## config.mk

```make
export PLATFORM = sky130hd
export DESIGN_NAME = dmem_arbiter
export DESIGN_NICKNAME = d
export VERILOG_FILES = /design/src/rtl/dmem_arb_pkg.sv /design/src/rtl/dmem_arb_pick.sv /design/src/rtl/dmem_arbiter.sv
export SDC_FILE = /design/constraint.sdc
export NUM_CORES = 1
export LEC_CHECK = 0
export BUFFER_PORTS_ARGS = -buffer_cell sky130_fd_sc_hd__buf_2
export CAP_MARGIN = 5
export CORE_MARGIN = 2
export CORE_UTILIZATION = 48
export CTS_BUF_LIST = sky130_fd_sc_hd__clkbuf_2 sky130_fd_sc_hd__clkbuf_4 sky130_fd_sc_hd__clkbuf_8
export CTS_CLUSTER_DIAMETER = 30
export DETAILED_ROUTE_END_ITERATION = 7
export GPL_ROUTABILITY_DRIVEN = 1
export GPL_TIMING_DRIVEN = 0
export PLACE_DENSITY = 0.82
export REMOVE_ABC_BUFFERS = 1
export SLEW_MARGIN = 20
export SYNTH_ARGS = -nofsm -noshare
export SYNTH_HDL_FRONTEND = slang
export SYNTH_HIERARCHICAL = 1
export SYNTH_SLANG_ARGS = --single-unit
```

## constraint.sdc

```tcl
create_clock -name clk -period 2.4 [get_ports clk]
set_input_delay 0.48 -clock clk [delete_from_list [all_inputs] [get_ports clk]]
set_output_delay 0.48 -clock clk [all_outputs]
set_load 0.05 [all_outputs]
```

## src/rtl/dmem_arb_pkg.sv

```systemverilog
// Shared types and constants for the data-memory arbiter.
// Optional feature macro: DMEM_ARB_RR_EN (round-robin arbitration).
package dmem_arb_pkg;

  localparam int DEF_DATA_W = 16;
  localparam int DEF_ADDR_W = 8;
  localparam int DEF_RD_LAT = 1;

  typedef enum logic [1:0] {
    IDLE  = 2'd0,
    ISSUE = 2'd1,
    WAIT  = 2'd2,
    RESP  = 2'd3
  } state_e;

  localparam logic PORT_CORE = 1'b0;
  localparam logic PORT_HOST = 1'b1;

endpackage

```

## src/rtl/dmem_arb_pick.sv

```systemverilog
// Combinational winner select between the core and host requesters.
// DMEM_ARB_RR_EN selects round-robin on ties; otherwise core has fixed priority.
module dmem_arb_pick
  import dmem_arb_pkg::*;
(
  input  logic i_c_req,
  input  logic i_h_req,
  input  logic i_lock,
`ifdef DMEM_ARB_RR_EN
  input  logic i_ptr,
`endif
  output logic o_valid,
  output logic o_port
);

  always_comb begin
    o_valid = 1'b0;
    o_port  = PORT_CORE;
    if (i_lock) begin
      // Host owns the memory while locked; core waits even if host is idle.
      o_valid = i_h_req;
      o_port  = PORT_HOST;
    end else if (i_c_req && i_h_req) begin
      o_valid = 1'b1;
`ifdef DMEM_ARB_RR_EN
      o_port  = ~i_ptr;
`else
      o_port  = PORT_CORE;
`endif
    end else if (i_c_req) begin
      o_valid = 1'b1;
      o_port  = PORT_CORE;
    end else if (i_h_req) begin
      o_valid = 1'b1;
      o_port  = PORT_HOST;
    end
  end

endmodule

```

## src/rtl/dmem_arbiter.sv

```systemverilog
// Two-port arbiter and access sequencer for the single-port data memory.
// Optional feature macro: DMEM_ARB_RR_EN (round-robin pointer instead of core priority).
//
// state | meaning
// IDLE  | sample requests, latch winner's address/data/we
// ISSUE | strobe memory, pulse winner's gnt
// WAIT  | RD_LAT cycles of read latency, capture on the last
// RESP  | pulse winner's rvalid
module dmem_arbiter
  import dmem_arb_pkg::*;
#(
  parameter int DATA_W = DEF_DATA_W,
  parameter int ADDR_W = DEF_ADDR_W,
  parameter int RD_LAT = DEF_RD_LAT
) (
  input  logic              clk,
  input  logic              reset,
  input  logic              c_req,
  input  logic              c_we,
  input  logic [ADDR_W-1:0] c_addr,
  input  logic [DATA_W-1:0] c_wdata,
  output logic              c_gnt,
  output logic              c_rvalid,
  output logic [DATA_W-1:0] c_rdata,
  input  logic              h_req,
  input  logic              h_we,
  input  logic [ADDR_W-1:0] h_addr,
  input  logic [DATA_W-1:0] h_wdata,
  output logic              h_gnt,
  output logic              h_rvalid,
  output logic [DATA_W-1:0] h_rdata,
  input  logic              h_lock,
  output logic              dmem_read,
  output logic              dmem_write,
  output logic [ADDR_W-1:0] dmem_addr,
  output logic [DATA_W-1:0] dmem_wdata,
  input  logic [DATA_W-1:0] dmem_rdata,
  output logic              busy
);

  localparam int CNT_W = (RD_LAT > 1) ? $clog2(RD_LAT) : 1;

  state_e              r_state;
  state_e              w_state_nxt;
  logic                r_port;
  logic                r_we;
  logic [ADDR_W-1:0]   r_addr;
  logic [DATA_W-1:0]   r_wdata;
  logic                r_lock;
  logic [CNT_W-1:0]    r_wait_cnt;
  logic [DATA_W-1:0]   r_c_rdata;
  logic [DATA_W-1:0]   r_h_rdata;

  logic                w_sel_valid;
  logic                w_sel_port;
  logic                w_sel_we;
  logic [ADDR_W-1:0]   w_sel_addr;
  logic [DATA_W-1:0]   w_sel_wdata;

`ifdef DMEM_ARB_RR_EN
  logic                r_ptr;
`endif

  dmem_arb_pick u_pick (
    .i_c_req (c_req),
    .i_h_req (h_req),
    .i_lock  (r_lock),
`ifdef DMEM_ARB_RR_EN
    .i_ptr   (r_ptr),
`endif
    .o_valid (w_sel_valid),
    .o_port  (w_sel_port)
  );

  assign w_sel_we    = (w_sel_port == PORT_HOST) ? h_we    : c_we;
  assign w_sel_addr  = (w_sel_port == PORT_HOST) ? h_addr  : c_addr;
  assign w_sel_wdata = (w_sel_port == PORT_HOST) ? h_wdata : c_wdata;

  always_comb begin
    w_state_nxt = r_state;
    case (r_state)
      IDLE:    if (w_sel_valid) w_state_nxt = ISSUE;
      ISSUE:   w_state_nxt = r_we ? IDLE : WAIT;
      WAIT:    if (r_wait_cnt == '0) w_state_nxt = RESP;
      RESP:    w_state_nxt = IDLE;
      default: w_state_nxt = IDLE;
    endcase
  end

  always_ff @(posedge clk or posedge reset) begin
    if (reset) begin
      r_state    <= IDLE;
      r_port     <= PORT_CORE;
      r_we       <= 1'b0;
      r_addr     <= '0;
      r_wdata    <= '0;
      r_lock     <= 1'b0;
      r_wait_cnt <= '0;
      r_c_rdata  <= '0;
      r_h_rdata  <= '0;
`ifdef DMEM_ARB_RR_EN
      r_ptr      <= PORT_HOST;
`endif
    end else begin
      r_state <= w_state_nxt;
      case (r_state)
        IDLE: begin
          if (!h_lock) r_lock <= 1'b0;
          if (w_sel_valid) begin
            r_port  <= w_sel_port;
            r_we    <= w_sel_we;
            r_addr  <= w_sel_addr;
            r_wdata <= w_sel_wdata;
            // Lock is taken only by a host grant that asks for it.
            if (w_sel_port == PORT_HOST) r_lock <= h_lock;
`ifdef DMEM_ARB_RR_EN
            r_ptr   <= w_sel_port;
`endif
          end
        end
        ISSUE: r_wait_cnt <= CNT_W'(RD_LAT - 1);
        WAIT: begin
          if (r_wait_cnt == '0) begin
            if (r_port == PORT_HOST) r_h_rdata <= dmem_rdata;
            else                     r_c_rdata <= dmem_rdata;
          end else begin
            r_wait_cnt <= r_wait_cnt - 1'b1;
          end
        end
        default: ;
      endcase
    end
  end

  assign c_gnt      = (r_state == ISSUE) && (r_port == PORT_CORE);
  assign h_gnt      = (r_state == ISSUE) && (r_port == PORT_HOST);
  assign c_rvalid   = (r_state == RESP)  && (r_port == PORT_CORE);
  assign h_rvalid   = (r_state == RESP)  && (r_port == PORT_HOST);
  assign dmem_write = (r_state == ISSUE) && r_we;
  assign dmem_read  = (r_state == ISSUE) && !r_we;
  assign dmem_addr  = r_addr;
  assign dmem_wdata = r_wdata;
  assign c_rdata    = r_c_rdata;
  assign h_rdata    = r_h_rdata;
  assign busy       = (r_state != IDLE);

endmodule

```

==> parameters.txt, run 1 <==
Parameter                              Value

Floorplanning
  Die Span X    about 80 um
  Area of the die    6360 um2
  Placeable Area    between 5000 and 6000 um2
  Number of placed I/O pins    134
  Vertical die dimension    between 70 and 80 um
  Total number of placement rows    27
  Starting density of the core    0.500

Drt
  Per-cell routed wire length    14.6 um
  Remaining antenna violation count    0
  Top layer reached by signal wires    met4
  Number of vias after detailed routing    between 1500 and 2000
  Number of detailed-routing iterations run before antenna repair    4
  Met1 WL    2270 um
  Length of routed met3 wiring    232 um
  Length of routed met2 wiring    3120 um
  Avg Vias per Cell    roughly 4.8
  Aggregate routed wire length    5710 um
  Number of DRC markers in iteration 0    36
  Residual DRC    0

Cells and area
  Area Growth Syn to Fin    33.4%
  Proportion of layout cells with a drive suffix above 1    0.738
  Share of the core filled with cells in the final layout    0.667
  N_diodes    0
  Most common cell after layout, fill and taps aside    sky130_fd_sc_hd__buf_2
  Number of nets in the layout    387
  Filler cell count    422
  Most used cells in the layout excluding fill and tap cells    133 x sky130_fd_sc_hd__buf_2, 70 x sky130_fd_sc_hd__mux2_2, 61 x sky130_fd_sc_hd__dfrtp_1

Global routing
  Grt total ovfl    0
  Number of global-route vias before repair    approximately 2000
  Number of antenna violations at the first check in global routing    0
  First-pass GRT wire length    9180 um
  GRT Util Overall    0.190
  Pin count of the biggest net entering global routing    53

Job
  Max-cap violations    0

Clocking
  CTS Buf Count    9
  CTS hold repair buffers    0
  Max Root-Sink Buffers    2
  Clock transition at the registers of the reported paths    0.07 ns
  Quantity of gates resized following cts    0
  CTS tree    built
  Root buffer cell    sky130_fd_sc_hd__clkbuf_8
  H-tree levels    3
  Insertion delay to the later sink of the worst-skew pair    0.32 ns
  TritonCTS Sinks    61
  # Post-CTS Setup Buffers    0

Worst setup path
  Worst reg2reg path depth    5
  Cells traversed along the worst timing path    inv_1 -> a21o_1 -> nor3b_4 -> buf_8 -> mux2_2
  Nature of the critical path startpoint    register
  Type of element capturing the critical path    register
  Launch instance of the worst register-to-register path    r_lock
  Delay of the slowest cell on the worst path    slightly below 0.6 ns
  Critical register-to-register path endpoint    dmem_addr[5]
  Highest-delay cell along the critical path    sky130_fd_sc_hd__nor3b_4
  Critical setup path kind    reg -> reg
  Worst Path Max Fanout    16
  Arrival time at the worst endpoint    ~2.2 ns
  Worst endpoint required time    2.59 ns
  R2R setup slack    0.38 ns

Placement
  HPWL after detailed placement    4190 um
  Input/output buffers    133
  Gp weighted congestion    0.735

Synth
  Count of flip-flops with a built-in enable after synthesis    0
  Cell area after synthesis    between 2000 and 3000 um2
  Number of warning messages in the yosys log    6
  Post-synthesis cell type count    23
  Synthesized area divided by synthesized cell count    approximately 15 um2
  Library cell with the largest summed area after synthesis    sky130_fd_sc_hd__dfrtp_1
  Post-synthesis sequential element count    61
  Main area contributors after synthesis    sky130_fd_sc_hd__dfrtp_1 55%, sky130_fd_sc_hd__mux2_2 29%, sky130_fd_sc_hd__mux2_4 5.5%, sky130_fd_sc_hd__buf_6 2.0%, sky130_fd_sc_hd__nor2_1 1.1%
  Async SR Flop Fraction    1.00
  Primary flip-flop cell chosen by synthesis mapping    sky130_fd_sc_hd__dfrtp_1
  Sequential area share after synthesis    0.555
  Area share of the largest cell type after synthesis    0.555
  Instance count of the mapped netlist    180

Timing
  Max Fclk    0.494 GHz
  Slew @ Worst Pin    about 1.0 ns
  Setup TNS    0 ns
  Unrepaired setup endpoints after global routing    false
  Final-report max-slew violation count    0
  Worst clock skew    0.00981 ns
  Crit share post-route    0.843
  Min Clock Period, post-route    between 2 and 2.5 ns
  Worst-case hold slack    0.0539 ns
  Slew headroom    0.331
  Hold violation count in the final report    0
  Final setup violation count    0

Min path
  HP Class    in -> async

Status
  Run status    complete, no violations
## state kept, by name, summed over array words and instances, names as in the netlist, named ones only
name	flops
c_rdata	16
dmem_wdata	16
h_rdata	16
dmem_addr	8
r_lock	1
r_port	1
r_state	1
r_we	1
## worst max-delay path by stage
| stage | from | endpoint | depth (start not counted) |
|---|---|---|---|
| after floorplan | h_req | dmem_addr[0] | 4 |
| after global placement | h_req | dmem_wdata[8] | 5 |
| after detailed placement | h_req | dmem_addr[0] | 5 |
| after CTS | r_lock | dmem_addr[5] | 5 |
| after global routing | r_lock | dmem_addr[5] | 5 |
| final | r_lock | dmem_addr[5] | 5 |
## per-stage QoR
step                      cells  area (um2)  worst slack, ns
after floorplan             170        2650           -0.133
after global placement      375        3410           -0.614
after detailed placement    377        3470            0.292
after CTS                   392        3670            0.349
after global routing        392        3670            0.243
final                       392        3670            0.376
## critical path: cells and delay by family (launching register included)
family | cells | cell delay, ns
AND/OR/NAND/NOR | 1 | 0.58
flip-flops | 1 | 0.41
buffers and inverters | 2 | 0.37
multiplexers | 1 | 0.35
AO/OA/AOI/OAI | 1 | 0.17
## layout make-up
| type | instances | area (um2) | share of cell area |
|---|---|---|---|
| inverters | 5 | 21.3 | 0.00579 |
| clock inverters | 4 | 47.5 | 0.0130 |
| well taps | 72 | 90.1 | 0.0245 |
| repair buffers | 135 | 708 | 0.193 |
| multi-input cells | 104 | 1130 | 0.307 |
| clock buffers | 11 | 151 | 0.0412 |
| flip-flops and latches | 61 | 1530 | 0.416 |
## logic make-up after synthesis
family                 Yosys count  synth area share
AND/OR/NAND/NOR                 16            0.0396
flip-flops                      61             0.555
multiplexers                    82             0.348
buffers and inverters           15            0.0427
AO/OA/AOI/OAI                    6            0.0150
## layer usage
metal,global-route usage,up-vias
li1,-,903
met1,0.216,927
met2,0.339,51
met3,0.0362,9
met4,0.0931,0
met5,0,-
## synthesized netlist by cell type (2+ instances only)
cell type,number
sky130_fd_sc_hd__dfrtp_1,61
sky130_fd_sc_hd__nor2_1,8
sky130_fd_sc_hd__buf_6,5
sky130_fd_sc_hd__mux2_2,70
sky130_fd_sc_hd__mux2i_1,2
sky130_fd_sc_hd__nand2_1,2
sky130_fd_sc_hd__buf_2,3
sky130_fd_sc_hd__inv_1,5
sky130_fd_sc_hd__mux2_4,10
Power of run 1 is not shown: default switching activity piles up to over one toggle a cycle in this logic, so the estimate is an artifact.
==> run 2, diff against run 1 <==
Settings changed: CORE_UTILIZATION 48 to 43, PLACE_DENSITY 0.82 to 0.77.
Clock period 2.4 ns to 1.6 ns, I/O delays scaled along.
==> run 2 against run 1 <==
Effect of this change: sequential share of layout area shrank 4.0 points; core utilization shrank 1.8 points; setup slack lost 0.36 ns.
==> parameters.txt, run 2 (synthesized netlist as in run 1, its figures left out) <==
Parameter                              Value

Clocking
  Root buffer cell    sky130_fd_sc_hd__clkbuf_8
  Insertion delay to the later sink of the worst-skew pair    0.33 ns (about the same)
  Clock transition at the registers of the reported paths    0.06 ns (about the same)
  CTS Buf Count    9 (unchanged)
  CTS tree    built
  H-tree levels    3 (unchanged)
  Max Root-Sink Buffers    2 (unchanged)
  TritonCTS Sinks    61 (unchanged)

Worst setup path
  Critical setup path kind    reg -> reg
  Arrival time at the worst endpoint    1.80 ns (-0.42 ns)
  Delay of the slowest cell on the worst path    0.35 ns (-0.23 ns)
  Worst Path Max Fanout    6 (-10)
  Cell seen most often among critical-path stages    sky130_fd_sc_hd__mux2_4
  Cell class contributing the biggest share of worst-path delay    multiplexers
  Sum of buffers and inverters on the critical path    3 (+1)
  Highest-delay cell along the critical path    sky130_fd_sc_hd__dfrtp_1
  Nature of the critical path startpoint    register
  Worst endpoint required time    1.82 ns (-0.77 ns)
  Type of element capturing the critical path    register
  Cells traversed along the worst timing path    inv_2 -> buf_6 -> o21ai_4 -> clkbuf_16 -> mux2_4 -> mux2_4

Timing
  Slew @ Worst Pin    0.387 ns (-0.615 ns)
  Max Fclk    0.632 GHz (+28%)
  Min Clock Period, post-route    1.58 ns (-0.442 ns)
  Final setup violation count    0 (unchanged)
  Crit share post-route    0.989 (+0.146)
  Final-report max-slew violation count    0 (unchanged)
  Worst-case hold slack    0.231 ns (+0.177 ns)
  Unrepaired setup endpoints after global routing    true
  Worst clock skew    0.00409 ns (-0.00572 ns)
  Slew headroom    0.742 (+0.411)
  Hold violation count in the final report    0 (unchanged)

Placement
  Input/output buffers    133 (unchanged)
  Placed Cells    383 (+1.6%)
  Gp weighted congestion    0.741 (+0.83%)
  HPWL after detailed placement    4380 um (+4.6%)

Drt
  Per-cell routed wire length    16.1 um (+10%)
  Number of detailed-routing iterations run before antenna repair    4 (unchanged)
  Number of vias after detailed routing    2012 (+6.5%)
  Residual DRC    0 (unchanged)
  Aggregate routed wire length    6740 um (+18%)
  Remaining antenna violation count    0 (unchanged)
  Avg Vias per Cell    4.80 (-0.40%)
  Number of DRC markers in iteration 0    43 (+19%)

Global routing
  Met1 track demand over resource in global routing    0.208 (-0.00852)
  Global-route met2 utilization    0.338 (-0.00131)
  GRT Util Overall    0.188 (-0.00158)
  Global routing met3 resource utilization    0.0643 (+0.0281)
  Grt total ovfl    0 (unchanged)
  Number of global-route vias before repair    2137 (+8.4%)
  GRT busiest layer    met2
  Number of antenna violations at the first check in global routing    0 (unchanged)
  First-pass GRT wire length    10400 um (+13%)
  Pin count of the biggest net entering global routing    33 (-38%)

Cells and area
  Area occupied by multi-input gates    1240 um2 (+9.8%)
  Final cell count without fillers    419 (+6.9%)
  Proportion of layout cells with a drive suffix above 1    0.772 (+0.0344)
  N_diodes    0 (unchanged)
  FF/Latch Area    1530 um2 (+0.25%)
  Most used cells in the layout excluding fill and tap cells    127 x sky130_fd_sc_hd__buf_2, 58 x sky130_fd_sc_hd__dfrtp_1, 46 x sky130_fd_sc_hd__mux2_2
  Filler cell count    480 (+14%)
  Area Growth Syn to Fin    48.0%
  Number of nets in the layout    410 (+5.9%)
  Most common cell after layout, fill and taps aside    sky130_fd_sc_hd__buf_2

Job
  Max-cap violations    0 (unchanged)

Floorplanning
  Die Span X    84.0 um (+5.4%)
  Starting density of the core    0.439 (-0.0614)
  Placeable Area    6280 um2 (+14%)
  Number of placed I/O pins    134 (unchanged)
  Area of the die    7060 um2 (+11%)
  Vertical die dimension    84.0 um (+5.4%)
  Total number of placement rows    29 (+7.4%)

Min path
  HP Class    in -> reg

Status
  Run status    complete, no violations
run 2: worst paths after layout:
| kind | slack (ns) | cells after the start | start | end |
|---|---|---|---|---|
| max in group asynchronous | 0.56 | 4 | reset | r_port |
| min | 0.23 | 2 | dmem_rdata[12] | h_rdata[12] |
| max reg2reg | 0.02 | 6 | r_lock | dmem_addr[1] |
| max | 0.02 | 6 | r_lock | dmem_addr[1] |
| min in group asynchronous | 0.54 | 3 | reset | dmem_wdata[4] |
| min reg2reg | 0.50 | 1 | h_rdata[5] | h_rdata[5] |
run 2: layer usage:
layer,vias up,part of all wire
li1,946,-
met1,1002,0.40
met2,53,0.55
met3,11,0.041
met4,0,0.016
met5,-,0
run 2: metrics by stage:
stage | util | TNS [ns] | setup WS, ns | cell area [um2]
4_1_cts | 0.614 | -0.00282 | -0.00107 | 3850
2_1_floorplan | - | -35.43 | -0.773 | 2650
3_5_place_dp | 0.557 | -14.83 | -0.444 | 3490
6_report | 0.649 | 0 | 0.0177 | 4070
3_3_place_gp | 0.544 | -102.97 | -1.37 | 3420
5_1_grt | 0.649 | -1.37 | -0.0820 | 4070
run 2: timing repair:
| item | CTS | global route |
|---|---|---|
| cloned | 1 | 4 |
| endpoints found under the hold margin | 29 | 0 |
| resized for setup | 13 | 49 |
| hold buffers | 1 | 0 |
| setup buffers | 13 | 4 |
| setup endpoints to repair | 48 | 31 |
| pin swaps | 2 | 2 |
run 2: layout make-up:
class	instances	share of cell area
tap	77	0.0236
multi-input combinational	104	0.303
sequential	61	0.376
timing repair buffer	158	0.242
clock inverter	1	0.00737
inverter	5	0.00522
clock buffer	13	0.0424
Power of run 2 is left out for the same reason.
==> run 3, diff against run 2 <==
Settings changed: CORE_MARGIN 2 to default, PLACE_DENSITY 0.77 to 0.78, SYNTH_HIERARCHICAL 1 to default.
==> run 3 against run 2 <==
Effect of this change: the flow now finishes with violations (setup timing); synthesized area is 0.64% lower; count of clock-buffer cells in the layout decreased by 4; die area decreased by 5.3%; design area fell by 5.7%; final cell count increased by 2.9%; flip-flop and latch count unchanged; register-to-register slack got worse by 0.03 ns; critical path type is now reg -> out; largest cell class unchanged.
==> parameters.txt, run 3 <==
Parameter                              Value

Cells and area
  Number of nets in the layout    423 (+3.2%)
  Area Growth Syn to Fin    40.5%
  N_diodes    0 (unchanged)
  Most used cells in the layout excluding fill and tap cells    126 x sky130_fd_sc_hd__buf_2, 57 x sky130_fd_sc_hd__dfrtp_1, 32 x sky130_fd_sc_hd__mux2_1
  Filler cell count    476 (-0.83%)
  Proportion of layout cells with a drive suffix above 1    0.500 (-0.272)
  Most common cell after layout, fill and taps aside    sky130_fd_sc_hd__buf_2
  Final cell count without fillers    431 (+2.9%)

Drt
  Residual DRC    0 (unchanged)
  Number of detailed-routing iterations run before antenna repair    4 (unchanged)
  Per-cell routed wire length    17.7 um (+10%)
  Remaining antenna violation count    0 (unchanged)
  Number of DRC markers in iteration 0    55 (+28%)
  Aggregate routed wire length    7620 um (+13%)
  Number of vias after detailed routing    2326 (+16%)
  Avg Vias per Cell    5.40 (+12%)

Global routing
  Number of global-route vias before repair    2415 (+13%)
  Pin count of the biggest net entering global routing    52 (+58%)
  GRT Util Overall    0.243 (+0.0544)
  Number of antenna violations at the first check in global routing    0 (unchanged)
  Grt total ovfl    0 (unchanged)
  First-pass GRT wire length    11900 um (+14%)

Status
  Violations in the final reports    setup timing
  Run status    finished with violations

Timing
  Setup TNS    -0.0177 ns (-0.0177 ns)
  Slew headroom    0.587 (-0.155)
  Post-route worst setup slack    -0.00745 ns (-0.0251 ns)
  Crit share post-route    1.00 (+0.0157)
  Final setup violation count    4 (+4)
  Worst clock skew    0.0121 ns (+0.00806 ns)
  Max Fclk    0.622 GHz (-1.6%)
  Final-report max-slew violation count    0 (unchanged)
  Unrepaired setup endpoints after global routing    true
  Slew @ Worst Pin    0.618 ns (+0.231 ns)
  Min Clock Period, post-route    1.61 ns (+0.0251 ns)
  Worst-case hold slack    0.204 ns (-0.0262 ns)
  Hold violation count in the final report    0 (unchanged)

Clocking
  CTS tree    built
  H-tree levels    3 (unchanged)
  Clock transition at the registers of the reported paths    0.08 ns (+0.02 ns)
  CTS Buf Count    9 (unchanged)
  Insertion delay to the later sink of the worst-skew pair    0.33 ns (about the same)
  Root buffer cell    sky130_fd_sc_hd__clkbuf_8
  TritonCTS Sinks    61 (unchanged)
  Max Root-Sink Buffers    2 (unchanged)

Worst setup path
  Arrival time at the worst endpoint    1.29 ns (-0.51 ns)
  Cell class contributing the biggest share of worst-path delay    flip-flops
  Sum of buffers and inverters on the critical path    2 (-1)
  Worst Path Max Fanout    8 (+2)
  Worst endpoint required time    1.28 ns (-0.54 ns)
  Type of element capturing the critical path    primary output
  Critical setup path kind    reg -> out
  Launch instance of the worst register-to-register path    r_state[0]
  Delay of the slowest cell on the worst path    0.48 ns (+0.13 ns)
  Highest-delay cell along the critical path    sky130_fd_sc_hd__dfrtp_2
  Cells traversed along the worst timing path    nor2_2 -> inv_2 -> buf_4
  Nature of the critical path startpoint    register

Synth
  Post-synthesis sequential element count    61 (unchanged)
  Top cells by instance count after synthesis    61 x sky130_fd_sc_hd__dfrtp_1, 32 x sky130_fd_sc_hd__mux2_1, 25 x sky130_fd_sc_hd__nor3b_1, 25 x sky130_fd_sc_hd__o21a_1, 25 x sky130_fd_sc_hd__o22a_1
  Primary flip-flop cell chosen by synthesis mapping    sky130_fd_sc_hd__dfrtp_1
  Library cell with the largest summed area after synthesis    sky130_fd_sc_hd__dfrtp_1
  Count of flip-flops with a built-in enable after synthesis    0 (unchanged)
  Synthesized area divided by synthesized cell count    12.8 um2 (-16%)
  Cell with the most instances after synthesis    sky130_fd_sc_hd__dfrtp_1
  Async SR Flop Fraction    1.00 (unchanged)
  Sequential area share after synthesis    0.558 (+0.00355)
  Post-synthesis cell type count    24 (+4.3%)
  Cell area after synthesis    2740 um2 (-0.64%)
  Instance count of the mapped netlist    213 (+18%)
  Number of warning messages in the yosys log    0 (-6)
  Main area contributors after synthesis    sky130_fd_sc_hd__dfrtp_1 56%, sky130_fd_sc_hd__mux2_1 13%, sky130_fd_sc_hd__o22a_1 8.0%, sky130_fd_sc_hd__nor3b_1 6.9%, sky130_fd_sc_hd__o21a_1 6.9%
  Area share of the largest cell type after synthesis    0.558 (+0.00355)

Job
  Max-cap violations    0 (unchanged)

Floorplanning
  Vertical die dimension    81.8 um (-2.7%)
  Number of placed I/O pins    134 (unchanged)
  Placeable Area    6030 um2 (-4.0%)
  Area of the die    6680 um2 (-5.3%)
  Total number of placement rows    28 (-3.4%)
  Starting density of the core    0.454 (+0.0154)
  Die Span X    81.8 um (-2.7%)

Placement
  Gp weighted congestion    0.706 (-4.7%)
  Placed Cells    405 (+5.7%)
  Input/output buffers    133 (unchanged)
  HPWL after detailed placement    4610 um (+5.4%)
  Pre-CTS worst setup slack    -0.482 ns (-0.0372 ns)

Min path
  Hold wc startpoint    dmem_rdata[6]
  HP Class    in -> reg
## run 3: cell types whose count changed after synthesis, sizes merged, moves of 2 or more
cell,before,now
a21oi,0,2
clkbuf,0,7
mux2,80,32
mux2i,2,0
nor3b,2,25
o21a,1,25
o22a,0,25
## run 3: logic make-up after synthesis
group / Yosys count / share of synthesized area
AOI/OAI and AO/OA: 55 / 0.159
DFF: 61 / 0.558
buffers and inverters: 22 / 0.0467
muxes: 32 / 0.132
and+or+nand+nor: 43 / 0.104
## run 3: routing by layer
metal	routed length, um	part of all wire	GRT usage
met5	0	0	0
met4	91	0.012	0.105
met3	713	0.094	0.0800
met2	3570	0.47	0.413
met1	3240	0.43	0.276
## run 3: what timing repair did
action	CTS	global route
setup buffers	6	1
hold endpoints to repair	10	0
hold buffers	1	0
gates cloned	3	0
pin swaps	5	1
resized for setup	27	5
endpoints found under the setup margin	63	31
## run 3: worst reg2reg max path, delay by kind of cell, from the launching register on
family	cells	cell delay, ns
AO/OA/AOI/OAI	1	0.11
AND/OR/NAND/NOR	1	0.69
buffers and inverters	1	0.19
flip-flops	1	0.49
## run 3: cell type report
class | instances | area [um2] | area share
Clock buffer | 9 | 124 | 0.0322
Clock inverter | 6 | 88.8 | 0.0231
Inverter | 5 | 21.3 | 0.00554
Multi-Input combinational cell | 133 | 1170 | 0.304
Sequential cell | 61 | 1530 | 0.399
Tap cell | 75 | 93.8 | 0.0244
Timing Repair Buffer | 142 | 812 | 0.211
## run 3: path summary, 6_finish.rpt
kind,endpoint,slack [ns],depth (start not counted)
max,busy,-0.007,3
min,h_rdata[6],0.20,2
max reg2reg,r_port,-0.007,3
min reg2reg,c_rdata[0],0.48,1
max in group asynchronous,r_lock,0.63,4
min in group asynchronous,h_rdata[12],0.46,3
## run 3: metrics by stage
step | area [um2] | util
floorplan | 2630 | -
global placement | 3390 | 0.562
detailed placement | 3430 | 0.570
CTS | 3820 | 0.634
global route | 3840 | 0.638
finish | 3840 | 0.638
Power of run 3 is left out for the same reason.
